## src/rtl/fdct_zigzag_reorder_buf_if.sv

```systemverilog
// Coefficient stream bundle for fdct_zigzag_reorder_buf: row-major input side, zigzag output side.
// dout_sob exists only when ZZ_SOB_EN is defined.
interface fdct_zigzag_reorder_buf_if #(
    parameter int DW = 12
);
    // Valid/ready: a word moves on a rising edge where valid & ready; valid never waits on ready.
    logic          din_valid;
    logic          din_ready;
    logic [DW-1:0] din;
    logic          dout_valid;
    logic          dout_ready;
    logic [DW-1:0] dout;
`ifdef ZZ_SOB_EN
    logic          dout_sob;

    modport master (
        output din_valid, din, dout_ready,
        input  din_ready, dout_valid, dout, dout_sob
    );
    modport slave (
        input  din_valid, din, dout_ready,
        output din_ready, dout_valid, dout, dout_sob
    );
`else
    modport master (
        output din_valid, din, dout_ready,
        input  din_ready, dout_valid, dout
    );
    modport slave (
        input  din_valid, din, dout_ready,
        output din_ready, dout_valid, dout
    );
`endif
endinterface

```

## src/rtl/fdct_zigzag_reorder_buf.sv

```systemverilog
// Ping-pong 2x64 coefficient buffer: fills row-major, drains in JPEG zigzag order.
// Optional start-of-block marker on dout_sob when ZZ_SOB_EN is defined.
module fdct_zigzag_reorder_buf #(
    parameter int DW   = 12,
    parameter int NBLK = 64
) (
    input  logic                           clk,
    input  logic                           rst,
    input  logic                           ena,
    fdct_zigzag_reorder_buf_if.slave       bus
);
    if (NBLK != 64) begin : g_nblk_chk
        $error("fdct_zigzag_reorder_buf: NBLK must be 64");
    end

    localparam logic [5:0] ZZ [64] = '{
        6'd0,  6'd1,  6'd8,  6'd16, 6'd9,  6'd2,  6'd3,  6'd10,
        6'd17, 6'd24, 6'd32, 6'd25, 6'd18, 6'd11, 6'd4,  6'd5,
        6'd12, 6'd19, 6'd26, 6'd33, 6'd40, 6'd48, 6'd41, 6'd34,
        6'd27, 6'd20, 6'd13, 6'd6,  6'd7,  6'd14, 6'd21, 6'd28,
        6'd35, 6'd42, 6'd49, 6'd56, 6'd57, 6'd50, 6'd43, 6'd36,
        6'd29, 6'd22, 6'd15, 6'd23, 6'd30, 6'd37, 6'd44, 6'd51,
        6'd58, 6'd59, 6'd52, 6'd45, 6'd38, 6'd31, 6'd39, 6'd46,
        6'd53, 6'd60, 6'd61, 6'd54, 6'd47, 6'd55, 6'd62, 6'd63
    };

    logic [DW-1:0] mem [128];
    logic [1:0]    full, full_nxt;
    logic          wr_bank, rd_bank;
    logic [5:0]    wr_idx, rd_idx;
    logic [DW-1:0] dout_hold;
    logic [DW-1:0] rd_data;
    logic          din_ready_i, dout_valid_i;
    logic          wr_fire, rd_fire;

    assign din_ready_i  = ~rst & ena & ~full[wr_bank];
    assign dout_valid_i = ~rst & ena & full[rd_bank];
    assign wr_fire      = bus.din_valid & din_ready_i;
    assign rd_fire      = dout_valid_i & bus.dout_ready;
    assign rd_data      = mem[{rd_bank, ZZ[rd_idx]}];

    assign bus.din_ready  = din_ready_i;
    assign bus.dout_valid = dout_valid_i;
    // When nothing is presented the last shown coefficient is replayed, so dout is never X.
    assign bus.dout       = dout_valid_i ? rd_data : dout_hold;

`ifdef ZZ_SOB_EN
    assign bus.dout_sob   = dout_valid_i & (rd_idx == 6'd0);
`endif

    // Write and read never touch the same bank's flag: a bank is written only while empty, read only while full.
    always_comb begin
        full_nxt = full;
        if (wr_fire && wr_idx == 6'd63) full_nxt[wr_bank] = 1'b1;
        if (rd_fire && rd_idx == 6'd63) full_nxt[rd_bank] = 1'b0;
    end

    always_ff @(posedge clk or posedge rst) begin
        if (rst) begin
            full      <= 2'b00;
            wr_bank   <= 1'b0;
            rd_bank   <= 1'b0;
            wr_idx    <= 6'd0;
            rd_idx    <= 6'd0;
            dout_hold <= '0;
        end else begin
            full <= full_nxt;
            if (wr_fire) begin
                wr_idx <= wr_idx + 6'd1;
                if (wr_idx == 6'd63) wr_bank <= ~wr_bank;
            end
            if (rd_fire) begin
                rd_idx <= rd_idx + 6'd1;
                if (rd_idx == 6'd63) rd_bank <= ~rd_bank;
            end
            if (dout_valid_i) dout_hold <= rd_data;
        end
    end

    always_ff @(posedge clk) begin
        if (wr_fire) mem[{wr_bank, wr_idx}] <= bus.din;
    end
endmodule
```

## src/flat_wrapper.sv

```systemverilog
// flat-port wrapper written by rule: the top's interface ports become plain ports
module fdct_zigzag_reorder_buf_flat 
#(
    parameter int DW   = 12,
    parameter int NBLK = 64
)
  (clk, rst, ena, bus_din_valid, bus_din, bus_dout_ready, bus_din_ready, bus_dout_valid, bus_dout);
  fdct_zigzag_reorder_buf_if #(.DW(DW)) bus_i ();
  input  logic clk;
  input  logic rst;
  input  logic ena;
  input wire logic [$bits(bus_i.din_valid)-1:0] bus_din_valid;
  input wire logic [$bits(bus_i.din)-1:0] bus_din;
  input wire logic [$bits(bus_i.dout_ready)-1:0] bus_dout_ready;
  output wire logic [$bits(bus_i.din_ready)-1:0] bus_din_ready;
  output wire logic [$bits(bus_i.dout_valid)-1:0] bus_dout_valid;
  output wire logic [$bits(bus_i.dout)-1:0] bus_dout;
  assign bus_i.din_valid = bus_din_valid;
  assign bus_i.din = bus_din;
  assign bus_i.dout_ready = bus_dout_ready;
  assign bus_din_ready = bus_i.din_ready;
  assign bus_dout_valid = bus_i.dout_valid;
  assign bus_dout = bus_i.dout;
  fdct_zigzag_reorder_buf #(.DW(DW), .NBLK(NBLK)) u_core (.clk(clk), .rst(rst), .ena(ena), .bus(bus_i));
endmodule
```

## config.mk

```make
export PLATFORM = sky130hd
export DESIGN_NAME = fdct_zigzag_reorder_buf_flat
export DESIGN_NICKNAME = d
export VERILOG_FILES = /design/src/rtl/fdct_zigzag_reorder_buf_if.sv /design/src/rtl/fdct_zigzag_reorder_buf.sv /design/src/flat_wrapper.sv
export SDC_FILE = /design/constraint.sdc
export NUM_CORES = 2
export LEC_CHECK = 0
export CAP_MARGIN = 20
export CORE_UTILIZATION = 45
export DETAILED_ROUTE_END_ITERATION = 6
export GPL_ROUTABILITY_DRIVEN = 0
export GPL_TIMING_DRIVEN = 0
export SETUP_SLACK_MARGIN = 0.05
export SYNTH_ARGS = -nofsm -noshare
export SYNTH_HDL_FRONTEND = slang
export SYNTH_SLANG_ARGS = --single-unit
```

## constraint.sdc

```tcl
create_clock -name clk -period 3.9 [get_ports clk]
set_input_delay 0.78 -clock clk [delete_from_list [all_inputs] [get_ports clk]]
set_output_delay 0.78 -clock clk [all_outputs]
set_load 0.1 [all_outputs]
```

==> impl_metrics.tcl <==
set metrics [dict create \
    failed_checks "design-rule violations, negative setup slack" \
    setup_viol 48 \
    h-tree-depth 4 \
    wire_per_inst_um 30.35 \
    grt_setup_unrepaired "true" \
    worst-slew-pin-transition_ns 1.160 \
    ys_seq_area_share_pct 75.17 \
    hold_buffers 0 \
    drt_wl_total_mm 202.1 \
    startpoint_type "register" \
    port-buffer-count 30 \
    cts_buffers 161 \
    die_area_mm2 0.1399 \
    r2r_slack_ns -0.37 \
    dieHeight_um 374.1 \
    syn_nets 4388 \
    grt_util_all_layers_pct 28.41 \
    multi_input_gate_area_in_the_final_layout_mm2 0.01598 \
    hpwlAfterDp_mm 133.6 \
    power_per_cell_area_mw_per_mm2 479.0 \
    timing.setup.critical_path_class "reg2out" \
    grt_remaining_overflow 0 \
    fmax_ghz 0.1699 \
    final.setup.worst_slack_ns -1.985 \
    holdPathStages 1 \
    post-route-util_pct 54.43 \
    leakage_power_total_nw 26.53 \
    via_count_of_the_first_global_routing_pass 38581 \
    yosys_synthesis_warning_count 0 \
    hold-worst-slack_ns 0.3985 \
    p_sw_share_pct 23.76 \
    finalNetCount 4776 \
    final_layout_size_suffix_gt1_share_pct 20.16 \
    drv_cap 0 \
    cellInternalPower_mw 27.33 \
    detail_route.drc_violations 2 \
    worst_slew_margin_relative_to_its_limit_pct 22.39 \
    ys_seq_elements 1564 \
    clk_latency_ns 0.82 \
    timing.final.crit_period_ns 5.885 \
    worst_hold_path_type "in2reg" \
    io-pin-count 31 \
    row_count 136 \
    mostFrequentLayoutCell "sky130_fd_sc_hd__edfxtp_1" \
    fillers 11066 \
    worst_setup_path_end_kind "output port" \
    drt_first_pass_iters 7 \
    antenna_found_initial 4 \
    syn2layout_area_growth_pct 20.13 \
    outcome "complete, but fails checks" \
    synth_area_mm2 0.06230 \
    netlist-cell-type-count 61 \
    net-switching-power_mw 8.518 \
    final_cell_count_without_fillers 6661 \
    worst_r2r_path_depth 18 \
    dieWidth_um 374.1 \
    grt_start_max_net_pins 91 \
    slew_violations 0 \
    synth-main-ff-cell "sky130_fd_sc_hd__edfxtp_1" \
    timing.critical_path.fanout_max 10 \
    critPathRequiredTime_ns 3.12 \
    dpl.cell_count 6272 \
    setup_total_negative_slack_ns -25.86 \
    synth-edff-count 1536 \
    skew_ns 0.04395 \
    post-route-period-util_pct 150.9 \
    grt_pass1_wl_mm 282.9 \
    vias 41041 \
    cts_tree "built" \
    vias_per_cell 6.161 \
    cp_data_arrival_time_ns 5.11 \
    dr.first_iter.drc_count 6301 \
    cts_root_buffer_type "sky130_fd_sc_hd__clkbuf_16" \
    seq_area_mm2 0.04683 \
    cts_num_sinks 1564 \
    core-area_mm2 0.1375 \
    async_flop_share_pct 1.790 \
    power.sequential.fraction_pct 51.8 \
    path_clk_slew_ns 0.07 \
    clock_power_share_pct 40.5 \
    floorplan.initialDensity_pct 45.31 \
    combinationalPowerShare_pct 7.7 \
    hold_violations 0 \
    drt.antenna.violating_nets 0 \
    clock_path_buffers 3 \
    postSynthCellCount 4355 \
    final_cell_mix "sky130_fd_sc_hd__edfxtp_1 (1,536), sky130_fd_sc_hd__nand2_1 (898), sky130_fd_sc_hd__nand3_1 (311), sky130_fd_sc_hd__mux2i_1 (310), sky130_fd_sc_hd__buf_4 (194)" \
    irDropWorstVdd_uv 477.5 \
    syn-mean-instance-area_um2 14.30 \
]
cells by family after synthesis:
kind of cell | synth area share [%]
compound gates | 5.965
mux | 5.256
xor+xnor | 0.1546
fa+ha+maj | 0.3214
flops | 75.17
simple gates | 10.82
buf+inv | 2.320
stage by stage:
step | cell area (um^2) | setup WS, ns | total power, mW
6_report | 74840 | -1.985 | 35.84
5_1_grt | 74840 | -1.988 | 36.62
4_1_cts | 73470 | -1.902 | 35.71
3_5_place_dp | 66340 | -3.120 | 21.24
3_3_place_gp | 65180 | -3.091 | 21.25
2_1_floorplan | 62630 | -0.1342 | 20.04
worst paths after layout:
kind	startpoint	endpoint
worst max-delay path	u_core.rd_idx[1]	bus_dout[4]
worst min-delay path	bus_din[4]	u_core.mem[103][4]
worst max register to register	u_core.rd_idx[1]	u_core.dout_hold[2]
worst min register to register	u_core.full[0]	u_core.full[0]
max in group asynchronous	rst	u_core.rd_idx[5]
min in group asynchronous	rst	u_core.wr_idx[0]
routing by layer:
layer  track usage, %  vias to the layer above  wire length (um)
met4            12.29                        0              9180
met3            5.935                      484             21450
li1                 -                    17292                 -
met2            42.24                     2447             89950
met5                0                        -                 0
met1            40.45                    20818             81560
cells in the mapped netlist, types with 15 or more instances:
cell,instances,share of area (%)
sky130_fd_sc_hd__mux2i_1,317,5.1
sky130_fd_sc_hd__a32oi_1,22,0.31
sky130_fd_sc_hd__buf_4,22,0.27
sky130_fd_sc_hd__and3_1,61,0.61
sky130_fd_sc_hd__a311oi_1,19,0.27
sky130_fd_sc_hd__buf_1,17,0.10
sky130_fd_sc_hd__o21ai_0,109,0.88
sky130_fd_sc_hd__nor3_1,15,0.12
sky130_fd_sc_hd__clkbuf_1,78,0.47
sky130_fd_sc_hd__a31oi_1,106,1.1
sky130_fd_sc_hd__a211oi_1,30,0.36
sky130_fd_sc_hd__nand4_1,30,0.30
sky130_fd_sc_hd__nor2_1,157,0.95
sky130_fd_sc_hd__nand2_1,911,5.5
sky130_fd_sc_hd__o22ai_1,144,1.4
sky130_fd_sc_hd__a21oi_1,79,0.63
sky130_fd_sc_hd__ha_1,16,0.32
sky130_fd_sc_hd__nand3_1,343,2.8
sky130_fd_sc_hd__buf_2,153,1.2
sky130_fd_sc_hd__edfxtp_1,1536,74
sky130_fd_sc_hd__dfrtp_1,28,1.1
timing repair:
item | 4_1_cts | 5_1_grt
pin swaps | 53 | 65
cloned | 4 | 5
hold endpoints to repair | 0 | 0
buffers inserted | 53 | 38
gates resized for setup | 570 | 217
setup endpoints to repair | 1260 | 134
registers in the layout, summed over array words and instances (netlist names):
| name | flops |
|---|---|
| u_core.dout_hold | 12 |
| u_core.full | 2 |
| u_core.mem | 1536 |
| u_core.rd_bank | 1 |
| u_core.rd_idx | 6 |
| u_core.wr_bank | 1 |
| u_core.wr_idx | 6 |
power groups by stage:
| stage | sequential, mW | clock (mW) | combinational [mW] |
|---|---|---|---|
| detailed placement | 18.9 | 0 | 2.33 |
| global placement | 19.0 | 0 | 2.22 |
| finish | 18.6 | 14.5 | 2.75 |
| global route | 18.6 | 15.2 | 2.84 |
| CTS | 18.6 | 14.6 | 2.56 |
| floorplan | 18.9 | 0 | 1.13 |
layout make-up:
cell class	count	share of cell area (%)
flip-flops and latches	1564	62.57
inverters	12	0.08359
repair buffers	228	3.538
clock inverters	90	0.7824
multi-input cells	2499	21.35
repair inverters	1	0.006688
clock buffers	196	5.698
plain buffers	276	2.969
well taps	1794	2.999
diodes	1	0.003344
worst max-delay path, stage by stage (launching register included):
cell	delay, ns
sky130_fd_sc_hd__dfrtp_2	0.41
sky130_fd_sc_hd__clkinvlp_4	0.18
sky130_fd_sc_hd__ha_4	0.37
sky130_fd_sc_hd__inv_1	0.08
sky130_fd_sc_hd__mux4_2	0.47
sky130_fd_sc_hd__o32a_1	0.30
sky130_fd_sc_hd__buf_6	0.20
sky130_fd_sc_hd__nand2_8	0.18
sky130_fd_sc_hd__nand2_4	0.18
sky130_fd_sc_hd__buf_12	0.21
sky130_fd_sc_hd__a221oi_2	0.28
sky130_fd_sc_hd__o21ai_2	0.15
sky130_fd_sc_hd__nand4_1	0.56
sky130_fd_sc_hd__o32ai_2	0.22
sky130_fd_sc_hd__a31oi_4	0.26
sky130_fd_sc_hd__buf_12	0.21
Power figures use the tool's default switching activity.
